[src/rtl/disparity_pkg.sv]
// Shared state encoding and width helpers for the disparity engine and its result RAM.
package disparity_pkg;

  typedef enum logic [2:0] {
    S_IDLE    = 3'b000,
    S_FETCH_L = 3'b001,
    S_FETCH_R = 3'b010,
    S_COMPARE = 3'b011,
    S_WRITE   = 3'b100
  } state_e;

  // Frame-buffer and readback coordinates are always 10 bits wide.
  localparam int COORD_W = 10;

  function automatic int clog2(input int value);
    int result;
    result = 0;
    for (int k = 0; k < 31; k++) begin
      if ((1 << k) < value) begin
        result = k + 1;
      end
    end
    return result;
  endfunction

  function automatic int calc_dw(input int max_disp);
    return (clog2(max_disp) > 0) ? clog2(max_disp) : 1;
  endfunction

  function automatic int calc_sadw(input int pix_w, input int blk);
    return pix_w + clog2(blk * blk);
  endfunction

  function automatic int calc_res_w(input int pix_w, input int blk, input int max_disp);
    return calc_sadw(pix_w, blk) + calc_dw(max_disp);
  endfunction

endpackage

[src/rtl/sad_result_ram.sv]
// Result RAM of the disparity engine: one write port, registered read port that returns 0 outside the grid.
// The stored word width MEM_W is picked by the engine (DISP_SAD_OUT_EN keeps best_sad next to best_d).
module sad_result_ram
  import disparity_pkg::*;
#(
  parameter int OUT_W = 15,
  parameter int OUT_H = 5,
  parameter int DEPTH = 75,
  parameter int AW    = 7,
  parameter int MEM_W = 2,
  parameter int RES_W = 14
) (
  input  logic               clk_i,
  input  logic               reset_i,
  input  logic               we_i,
  input  logic [AW-1:0]      wr_addr_i,
  input  logic [MEM_W-1:0]   wr_data_i,
  input  logic [COORD_W-1:0] rd_col_i,
  input  logic [COORD_W-1:0] rd_row_i,
  output logic [RES_W-1:0]   rd_data_o
);

  logic [MEM_W-1:0] mem_q [DEPTH];
  logic [RES_W-1:0] rd_data_q;
  logic [RES_W-1:0] rd_data_d;
  logic             in_range_s;
  logic [AW-1:0]    rd_addr_s;

  // One extra bit so a 1024-wide grid still compares correctly.
  assign in_range_s = ({1'b0, rd_col_i} < (COORD_W + 1)'(OUT_W)) &&
                      ({1'b0, rd_row_i} < (COORD_W + 1)'(OUT_H));
  assign rd_addr_s  = AW'(rd_row_i) * AW'(OUT_W) + AW'(rd_col_i);

  // Select the stored word or zero for coordinates outside the output grid.
  always_comb begin
    rd_data_d = {RES_W{1'b0}};
    if (in_range_s) begin
      rd_data_d = RES_W'(mem_q[rd_addr_s]);
    end else begin
      rd_data_d = {RES_W{1'b0}};
    end
  end

  // Result storage; contents intentionally survive reset.
  always_ff @(posedge clk_i) begin
    if (we_i) begin
      mem_q[wr_addr_i] <= wr_data_i;
    end
  end

  // Registered read port; a same-cycle write to the same index is seen only on the next read.
  always_ff @(posedge clk_i) begin
    if (reset_i) begin
      rd_data_q <= {RES_W{1'b0}};
    end else begin
      rd_data_q <= rd_data_d;
    end
  end

  assign rd_data_o = rd_data_q;

endmodule

[src/rtl/disparity_engine.sv]
// Block-matching stereo disparity engine: per output block, SAD over BLKxBLK for every disparity, best d stored.
// Build option DISP_SAD_OUT_EN stores best_sad as a confidence field above best_d in the result word.
module disparity_engine
  import disparity_pkg::*;
#(
  parameter int WIDTH    = 20,
  parameter int HEIGHT   = 7,
  parameter int BLK      = 3,
  parameter int MAX_DISP = 4,
  parameter int PIX_W    = 8
) (
  input  logic                                        clk,
  input  logic                                        reset,
  input  logic                                        enable,
  input  logic [PIX_W-1:0]                            image_data,
  input  logic                                        buffer_ready,
  input  logic [COORD_W-1:0]                          disp_href,
  input  logic [COORD_W-1:0]                          disp_vref,
  output logic [COORD_W-1:0]                          buffer_href,
  output logic [COORD_W-1:0]                          buffer_vref,
  output logic                                        image_sel,
  output logic [calc_res_w(PIX_W, BLK, MAX_DISP)-1:0] new_image,
  output logic                                        idle,
  output logic                                        done,
  output logic [2:0]                                  state_LED
);

  localparam int OUT_W = WIDTH - BLK + 1 - (MAX_DISP - 1);
  localparam int OUT_H = HEIGHT - BLK + 1;
  localparam int DW    = calc_dw(MAX_DISP);
  localparam int SADW  = calc_sadw(PIX_W, BLK);
  localparam int RES_W = calc_res_w(PIX_W, BLK, MAX_DISP);
  localparam int DEPTH = OUT_W * OUT_H;
  localparam int AW    = (clog2(DEPTH) > 0) ? clog2(DEPTH) : 1;
`ifdef DISP_SAD_OUT_EN
  localparam int MEM_W = RES_W;
`else
  localparam int MEM_W = DW;
`endif

  localparam logic [COORD_W-1:0] X_LAST   = COORD_W'(OUT_W - 1);
  localparam logic [COORD_W-1:0] Y_LAST   = COORD_W'(OUT_H - 1);
  localparam logic [COORD_W-1:0] WIN_LAST = COORD_W'(BLK - 1);
  localparam logic [COORD_W-1:0] ORIGIN   = COORD_W'(MAX_DISP - 1);
  localparam logic [COORD_W-1:0] C_ZERO   = 10'd0;
  localparam logic [COORD_W-1:0] C_ONE    = 10'd1;
  localparam logic [DW-1:0]      D_LAST   = DW'(MAX_DISP - 1);
  localparam logic [DW-1:0]      D_ZERO   = DW'(0);
  localparam logic [DW-1:0]      D_ONE    = DW'(1);

  state_e             state_q, state_d;
  logic [COORD_W-1:0] x_q, x_d, y_q, y_d, i_q, i_d, j_q, j_d;
  logic [DW-1:0]      d_q, d_d, best_d_q, best_d_d;
  logic [PIX_W-1:0]   l_q, l_d, abs_diff_s;
  logic [SADW-1:0]    sad_q, sad_d, best_sad_q, best_sad_d;
  logic [COORD_W-1:0] href_q, href_d, vref_q, vref_d;
  logic               sel_q, sel_d, done_q, done_d, we_s;
  logic [AW-1:0]      waddr_s;
  logic [MEM_W-1:0]   wdata_s;

  assign abs_diff_s = (l_q >= image_data) ? (l_q - image_data) : (image_data - l_q);

  // Sequencing of window pixels, disparities and blocks; a low buffer_ready freezes the fetch states.
  always_comb begin
    state_d    = state_q;
    x_d        = x_q;
    y_d        = y_q;
    i_d        = i_q;
    j_d        = j_q;
    d_d        = d_q;
    l_d        = l_q;
    sad_d      = sad_q;
    best_sad_d = best_sad_q;
    best_d_d   = best_d_q;
    done_d     = 1'b0;
    we_s       = 1'b0;
    case (state_q)
      S_IDLE: begin
        if (enable) begin
          x_d        = C_ZERO;
          y_d        = C_ZERO;
          i_d        = C_ZERO;
          j_d        = C_ZERO;
          d_d        = D_ZERO;
          sad_d      = {SADW{1'b0}};
          best_sad_d = {SADW{1'b1}};
          best_d_d   = D_ZERO;
          state_d    = S_FETCH_L;
        end else begin
          state_d = S_IDLE;
        end
      end
      S_FETCH_L: begin
        if (buffer_ready) begin
          l_d     = image_data;
          state_d = S_FETCH_R;
        end else begin
          state_d = S_FETCH_L;
        end
      end
      S_FETCH_R: begin
        if (buffer_ready) begin
          sad_d = sad_q + SADW'(abs_diff_s);
          if (j_q == WIN_LAST) begin
            j_d = C_ZERO;
            if (i_q == WIN_LAST) begin
              i_d     = C_ZERO;
              state_d = S_COMPARE;
            end else begin
              i_d     = i_q + C_ONE;
              state_d = S_FETCH_L;
            end
          end else begin
            j_d     = j_q + C_ONE;
            state_d = S_FETCH_L;
          end
        end else begin
          state_d = S_FETCH_R;
        end
      end
      S_COMPARE: begin
        // Strict compare: on a tie the earlier (lower) disparity wins.
        if (sad_q < best_sad_q) begin
          best_sad_d = sad_q;
          best_d_d   = d_q;
        end else begin
          best_sad_d = best_sad_q;
        end
        sad_d = {SADW{1'b0}};
        if (d_q == D_LAST) begin
          d_d     = D_ZERO;
          state_d = S_WRITE;
        end else begin
          d_d     = d_q + D_ONE;
          state_d = S_FETCH_L;
        end
      end
      S_WRITE: begin
        we_s       = 1'b1;
        best_sad_d = {SADW{1'b1}};
        best_d_d   = D_ZERO;
        if (x_q == X_LAST) begin
          x_d = C_ZERO;
          if (y_q == Y_LAST) begin
            y_d     = C_ZERO;
            done_d  = 1'b1;
            state_d = S_IDLE;
          end else begin
            y_d     = y_q + C_ONE;
            state_d = S_FETCH_L;
          end
        end else begin
          x_d     = x_q + C_ONE;
          state_d = S_FETCH_L;
        end
      end
      default: begin
        state_d = S_IDLE;
      end
    endcase
  end

  // Fetch address for the state being entered, so the registered address is valid throughout it.
  always_comb begin
    href_d = C_ZERO;
    vref_d = C_ZERO;
    sel_d  = 1'b0;
    case (state_d)
      S_FETCH_L: begin
        href_d = ORIGIN + x_d + j_d;
        vref_d = y_d + i_d;
        sel_d  = 1'b0;
      end
      S_FETCH_R: begin
        href_d = ORIGIN + x_d + j_d - COORD_W'(d_d);
        vref_d = y_d + i_d;
        sel_d  = 1'b1;
      end
      default: begin
        href_d = C_ZERO;
        vref_d = C_ZERO;
        sel_d  = 1'b0;
      end
    endcase
  end

  // State, counters, accumulators and registered outputs.
  always_ff @(posedge clk) begin
    if (reset) begin
      state_q    <= S_IDLE;
      x_q        <= C_ZERO;
      y_q        <= C_ZERO;
      i_q        <= C_ZERO;
      j_q        <= C_ZERO;
      d_q        <= D_ZERO;
      l_q        <= {PIX_W{1'b0}};
      sad_q      <= {SADW{1'b0}};
      best_sad_q <= {SADW{1'b1}};
      best_d_q   <= D_ZERO;
      href_q     <= C_ZERO;
      vref_q     <= C_ZERO;
      sel_q      <= 1'b0;
      done_q     <= 1'b0;
    end else begin
      state_q    <= state_d;
      x_q        <= x_d;
      y_q        <= y_d;
      i_q        <= i_d;
      j_q        <= j_d;
      d_q        <= d_d;
      l_q        <= l_d;
      sad_q      <= sad_d;
      best_sad_q <= best_sad_d;
      best_d_q   <= best_d_d;
      href_q     <= href_d;
      vref_q     <= vref_d;
      sel_q      <= sel_d;
      done_q     <= done_d;
    end
  end

  assign waddr_s = AW'(y_q) * AW'(OUT_W) + AW'(x_q);
`ifdef DISP_SAD_OUT_EN
  assign wdata_s = {best_sad_q, best_d_q};
`else
  assign wdata_s = best_d_q;
`endif

  sad_result_ram #(
    .OUT_W (OUT_W),
    .OUT_H (OUT_H),
    .DEPTH (DEPTH),
    .AW    (AW),
    .MEM_W (MEM_W),
    .RES_W (RES_W)
  ) u_result_ram (
    .clk_i     (clk),
    .reset_i   (reset),
    .we_i      (we_s),
    .wr_addr_i (waddr_s),
    .wr_data_i (wdata_s),
    .rd_col_i  (disp_href),
    .rd_row_i  (disp_vref),
    .rd_data_o (new_image)
  );

  assign buffer_href = href_q;
  assign buffer_vref = vref_q;
  assign image_sel   = sel_q;
  assign idle        = (state_q == S_IDLE);
  assign done        = done_q;
  assign state_LED   = state_q;

endmodule
[config.mk]
export PLATFORM = sky130hd
export DESIGN_NAME = disparity_engine
export DESIGN_NICKNAME = d
export VERILOG_FILES = /design/src/rtl/disparity_pkg.sv /design/src/rtl/sad_result_ram.sv /design/src/rtl/disparity_engine.sv
export SDC_FILE = /design/constraint.sdc
export NUM_CORES = 1
export LEC_CHECK = 0
export BUFFER_PORTS_ARGS = -buffer_cell sky130_fd_sc_hd__buf_4
export CAP_MARGIN = 20
export CORE_MARGIN = 1.5
export CORE_UTILIZATION = 65
export CTS_CLUSTER_DIAMETER = 80
export DETAILED_ROUTE_END_ITERATION = 8
export GPL_TIMING_DRIVEN = 0
export PLACE_DENSITY = 0.92
export SYNTH_ARGS = -nofsm -noshare
export SYNTH_HDL_FRONTEND = slang
export SYNTH_SLANG_ARGS = --single-unit
[constraint.sdc]
create_clock -name clk -period 11.2 [get_ports clk]
set_input_delay 2.24 -clock clk [delete_from_list [all_inputs] [get_ports clk]]
set_output_delay 2.24 -clock clk [all_outputs]
set_load 0.01 [all_outputs]
### After elaboration in Yosys (flattened, before gate mapping)

Memory sizes are Yosys's and may differ from the RTL's. A register that Yosys moved wholly into a read port is not among the register bits.
Index checks and enable logic that the tools add are counted.

* register bits after elaboration: 113
* bits in writable memories: 150
* input port bits: 32
* output and inout port bits: 40
* word-level logic and storage cells: 109
* memories: 1

Memories
* u_result_ram.mem_q: depth 75, width 2, read ports 1, clocked after Yosys merged registers in 1, write ports 1, line sad_result_ram.sv:23 `logic [MEM_W-1:0] mem_q [DEPTH];`

* add/sub/neg operators: 14
* multipliers: 2
* magnitude comparators: 4
* eq/ne operators: 14
* mux-type cells: 44
* bitwise logic cells: 4
* reduce and logical (&&, ||, !) cells: 11

Operator list (number)
* $mux 10: 12
* $pmux 10 s2: 5
* $pmux 12 s3: 2
* $mux 12: 4
* $add 10x1->10 const B: 4
* $add 10x10->10: 2
* $eq 10x2->1 const B: 2
* $sub 8x8->8: 2
* $pmux 3 s5: 1
* $add 7x7->7: 2
* $mul 7x4->7 const B: 2
* $add 12x8->12: 1
* $lt 12x12->1: 1
* $mux 2: 6
* $mux 3: 4
* $add 2x10->10 const A: 1
* $eq 10x3->1 const B: 1
* $eq 10x4->1 const B: 1
* $lt 10x3->1 const B: 1
* $lt 10x4->1 const B: 1
* $sub 10x2->10: 1
* $eq 3x2->1 const B: 3
* $ge 8x8->1: 1
* $mux 8: 1
* other kinds (16): 32

### Longest topological paths before layout

* word-level depth: 9
* depth in mapped cells: 20
* gate-level depth less buffers: 19

### Cells and area by module

A second synthesis with hierarchy kept.

* cell total of the unflattened synthesis: 1333
* area, all modules: 14428.8 um^2

By module, submodules not included
* disparity_engine: instances 1, cells an instance 904, area an instance 7382.1 um^2, seq. area each 2021.9 um^2
* sad_result_ram: instances 1, cells an instance 429, area an instance 7046.8 um^2, seq. area each 4544.4 um^2

### Worst setup path before layout

No wires, ideal clock.

* path kind: input-to-reg
* from: input disp_vref[0]
* to: register u_result_ram.rd_data_q[1] (netlist: u_result_ram.rd_data_o[1]) (read register of u_result_ram.mem_q)
* setup time: 0.122 ns
* arrival: 5.757 ns
* data required time: 11.078 ns
* path slack: 5.321 ns
* stages: 13
* buffers on the path: 0
* path through: fa_1 > inv_1 > fa_1 > fa_1 > inv_1 > ha_1 > a21o_1 > a21oi_2 > xor2_2 > mux4_1 > nor3_1 > a2111o_1 > a21boi_0

* longest elaborated chain between the ends: 4
* elaborated cells between the ends (all ways): 6
* those cells by class: add/sub (1); mul (1); order compare (1); bitwise (1); reduce/logical (2)

Ends and longest elaborated chain
* start: declaration: line disparity_engine.sv:18 `input logic [COORD_W-1:0] disp_vref,`
* parallel branches: the longest is 4 deep, another holds $mul 7x4->7
* end: declaration: line sad_result_ram.sv:24 `logic [RES_W-1:0] rd_data_q;`

Several ways; the timed one is not identified.
A chain may end at the register's enable or synchronous reset.

### Worst setup path after layout

* from: input disp_vref[0]
* to: register u_result_ram.rd_data_q[0] (netlist: u_result_ram.rd_data_o[0]) (read register of u_result_ram.mem_q)

Same word-level chain as after synthesis.

==> results_dict.tcl <==
set metrics [dict create \
    avgSynthCellArea_sq_um 11.0 \
    drc 0 \
    seqPwrFrac_pct 41.7 \
    final_nets 1535 \
    clk_pin_slew_ns 0.06 \
    yosysMostFrequentCell "nor2_1" \
    yosysSeqAreaShare_pct 46.5 \
    maxSlewViolCount 0 \
    grt_max_degree 49 \
    swShare_pct 26.6 \
    p_clk_share_pct 38.9 \
    pre_cts_slack_ns 4.54 \
    ys_warn_count 0 \
    die-area_sq_um 22600 \
    htree_levels 1 \
    vdd_drop_max_mv 0.121 \
    fp.coreArea_sq_um 21200 \
    tns_ns 0 \
    cts_made_buffers 27 \
    holdPathEnd "best_sad_q[6]" \
    wl_met2_um 17100 \
    cp-end-kind "flip-flop" \
    worst_slew_pin_slew_ns 1.04 \
    power_frac_comb_pct 19.4 \
    die_y_um 150 \
    grt_setup_unrepaired "no" \
    fin_cells 1676 \
    antenna_found_initial 0 \
    grt.total_usage_pct 30.1 \
    insertion_delay_ns 0.56 \
    synth_area_sq_um 14100 \
    crit_type "in2reg" \
    hold_slack_ns 0.483 \
    p_leak_nw 6.41 \
    r2r-start "x_q[1]" \
    max_slew_margin_pct 30.1 \
    synthTopCellsByCount "175 x nor2_1, 150 x edfxtp_1, 103 x dfxtp_1, 94 x ha_1, 89 x inv_1" \
    drtIter0Drc 905 \
    hpwl_um 22900 \
    cpPeakStageDelay_ns 0.61 \
    yosys.area.top_type "edfxtp_1" \
    first_pass_iters 6 \
    grt_pass1_vias 10300 \
    dp.cells 1627 \
    highest_layer "met4" \
    startpoint_type "input pin" \
    final-hold-violation-count 0 \
    fmax_mhz 161 \
    p_int_mw 1.73 \
    multi_input_area_sq_um 6980 \
    synth_edf_count 150 \
    yosys.area.top_type_share_pct 31.9 \
    clock-sinks 253 \
    hold_class "reg2reg" \
    fin_worst_skew_ns 0.0202 \
    r2r-end "buffer_href[9]" \
    root_buffer "clkbuf_16" \
    cp_max_fo 10 \
    wl_um 33300 \
    arrival_ns 6.66 \
    cts_resized 0 \
    wl_met1_um 12700 \
    status "completed" \
    yosysUniqueCellTypes 68 \
    drt-wirelength-per-cell_um 19.8 \
    p_switching_uw 625 \
    cpMostUsedCell "fa_1" \
    synthTopCellsByArea "edfxtp_1 32%, dfxtp_1 15%, ha_1 8.3%" \
    wl_met3_um 2300 \
    clock_path_buffers 3 \
    seqCellArea_sq_um 6570 \
    num_vias 10300 \
    power_mw 2.35 \
    final_layout_size_suffix_gt1_share_pct 13.0 \
    hold_buffers 0 \
    num_antenna_cells 0 \
    syn-instance-count 1281 \
    setup_viol 0 \
    rows 53 \
    cp.required_ns 11.63 \
    grt_pass1_wl_um 52600 \
    final.setup.worst_slack_ns 4.97 \
    power_density_nw_per_um2 148 \
    path_cells "buf_4, fa_1, inv_1, fa_1, fa_1, clkbuf_1, clkbuf_1, mux4_2, mux4_1, mux2i_1, a2111o_1, a21boi_0" \
    max_cap_viol_count 0 \
    place.gp.congestion 0.895 \
    drtAntennaViolNets 0 \
    grt-ovfl-total 0 \
    whs_path_depth 1 \
    post_cts_buffers 0 \
    viasPerCell 6.17 \
    numPortBuffers 58 \
    r2r_slack_ns 6.00 \
    synth.ff_latch_count 253 \
    period_needed_ns 6.23 \
    syn2layout_area_growth_pct 12.6 \
    worstHoldStart "best_sad_q[6]" \
    synthArstFlopShare_pct 0 \
    slowest_stage "clkbuf_1" \
    synth_ff_type "edfxtp_1" \
    n_fill_cell 1299 \
    cts_tree "done" \
    ioPinCount 72 \
    fp.dieW_um 150 \
    finalCritPeriodShare_pct 55.6 \
    rr_worst_depth 18 \
    initial_utilization_pct 66.7 \
]
## metrics by stage
stage	utilization, %	instance area (sq um)
3_3_place_gp	70.6	14900
3_5_place_dp	70.8	15000
2_1_floorplan	-	14100
5_1_grt	75.1	15900
4_1_cts	75.1	15900
6_report	75.1	15900
## cell usage in the layout (no fill, tap or decap), types with 12 or more instances in the layout
cell type and n:
a21oi_1 59, nor3_1 17, nand2_1 73, edfxtp_1 150, mux4_2 38, ha_1 94, dfxtp_1 101, clkbuf_16 27
o22a_1 12, nand3_1 25, clkbuf_1 32, buf_4 71, conb_1 12, nor4_1 12, xor2_1 17, inv_1 89
nor2b_1 44, o31ai_1 16, o21ai_0 59, xnor2_1 37, a21o_1 27, nor2_1 175, buf_2 12, fa_1 28
## worst max-delay path, delay by kind of cell
kind,cells,cell delay (ns)
muxes,3,1.22
buffers and inverters,4,1.37
AOI/OAI and AO/OA,2,0.25
adders and majority gates,3,1.59
## worst max path at each step
stage	cells past startpoint	start	endpoint	slack [ns]
after floorplan	13	disp_vref[0]	u_result_ram.rd_data_o[1]	5.32
after global placement	12	disp_vref[0]	u_result_ram.rd_data_o[0]	4.71
after detailed placement	12	disp_vref[0]	u_result_ram.rd_data_o[0]	4.54
after CTS	12	disp_vref[0]	u_result_ram.rd_data_o[0]	5.03
after global routing	12	disp_vref[0]	u_result_ram.rd_data_o[0]	4.91
final	12	disp_vref[0]	u_result_ram.rd_data_o[0]	4.97
## sequential cells by signal (all words and copies together) (netlist names)
name / cells
u_result_ram.mem_q: 150
i_q: 10
j_q: 10
sad_q: 12
best_sad_q: 12
buffer_href: 10
y_q: 10
u_result_ram.rd_data_o: 2
d_q: 2
l_q: 8
image_sel: 1
done: 1
buffer_vref: 10
best_d_q: 2
x_q: 10
state_LED: 3
## per-layer routing
metal  vias up  GRT usage (%)
met5         -              0
met4         0           11.6
met3        89           4.42
met2       467           54.3
met1      4974           36.1
li1       4818              -
## power groups by stage
| stage | logic [mW] | registers [mW] | clock network [mW] |
|---|---|---|---|
| floorplan | 0.324 | 1.00 | 0 |
| global placement | 0.421 | 1.00 | 0 |
| detailed placement | 0.447 | 1.00 | 0 |
| CTS | 0.456 | 0.981 | 0.913 |
| global route | 0.486 | 0.981 | 0.946 |
| finish | 0.457 | 0.981 | 0.916 |
## layout make-up
type,instances,area share (%)
multi-input combinational,897,43.9
inverter,89,2.10
sequential,253,41.4
buffer,53,1.70
clock buffer,38,4.77
clock inverter,11,0.922
timing repair buffer,60,3.04
tap,275,2.17
## cells by family (layout without fill, tap and decap cells)
family / count (synthesis) / count (layout) / synth area share [%]
and+or+nand+nor: 410 / 410 / 13.9
DFF: 253 / 253 / 46.5
AOI/OAI and AO/OA: 239 / 239 / 10.9
buffers and inverters: 142 / 251 / 4.28
adders and majority gates: 122 / 122 / 12.3
muxes: 59 / 59 / 8.56
xor gates and xnor gates: 55 / 55 / 3.47
other: 1 / 12 / 0.0266
Power figures use the tool's default switching activity.
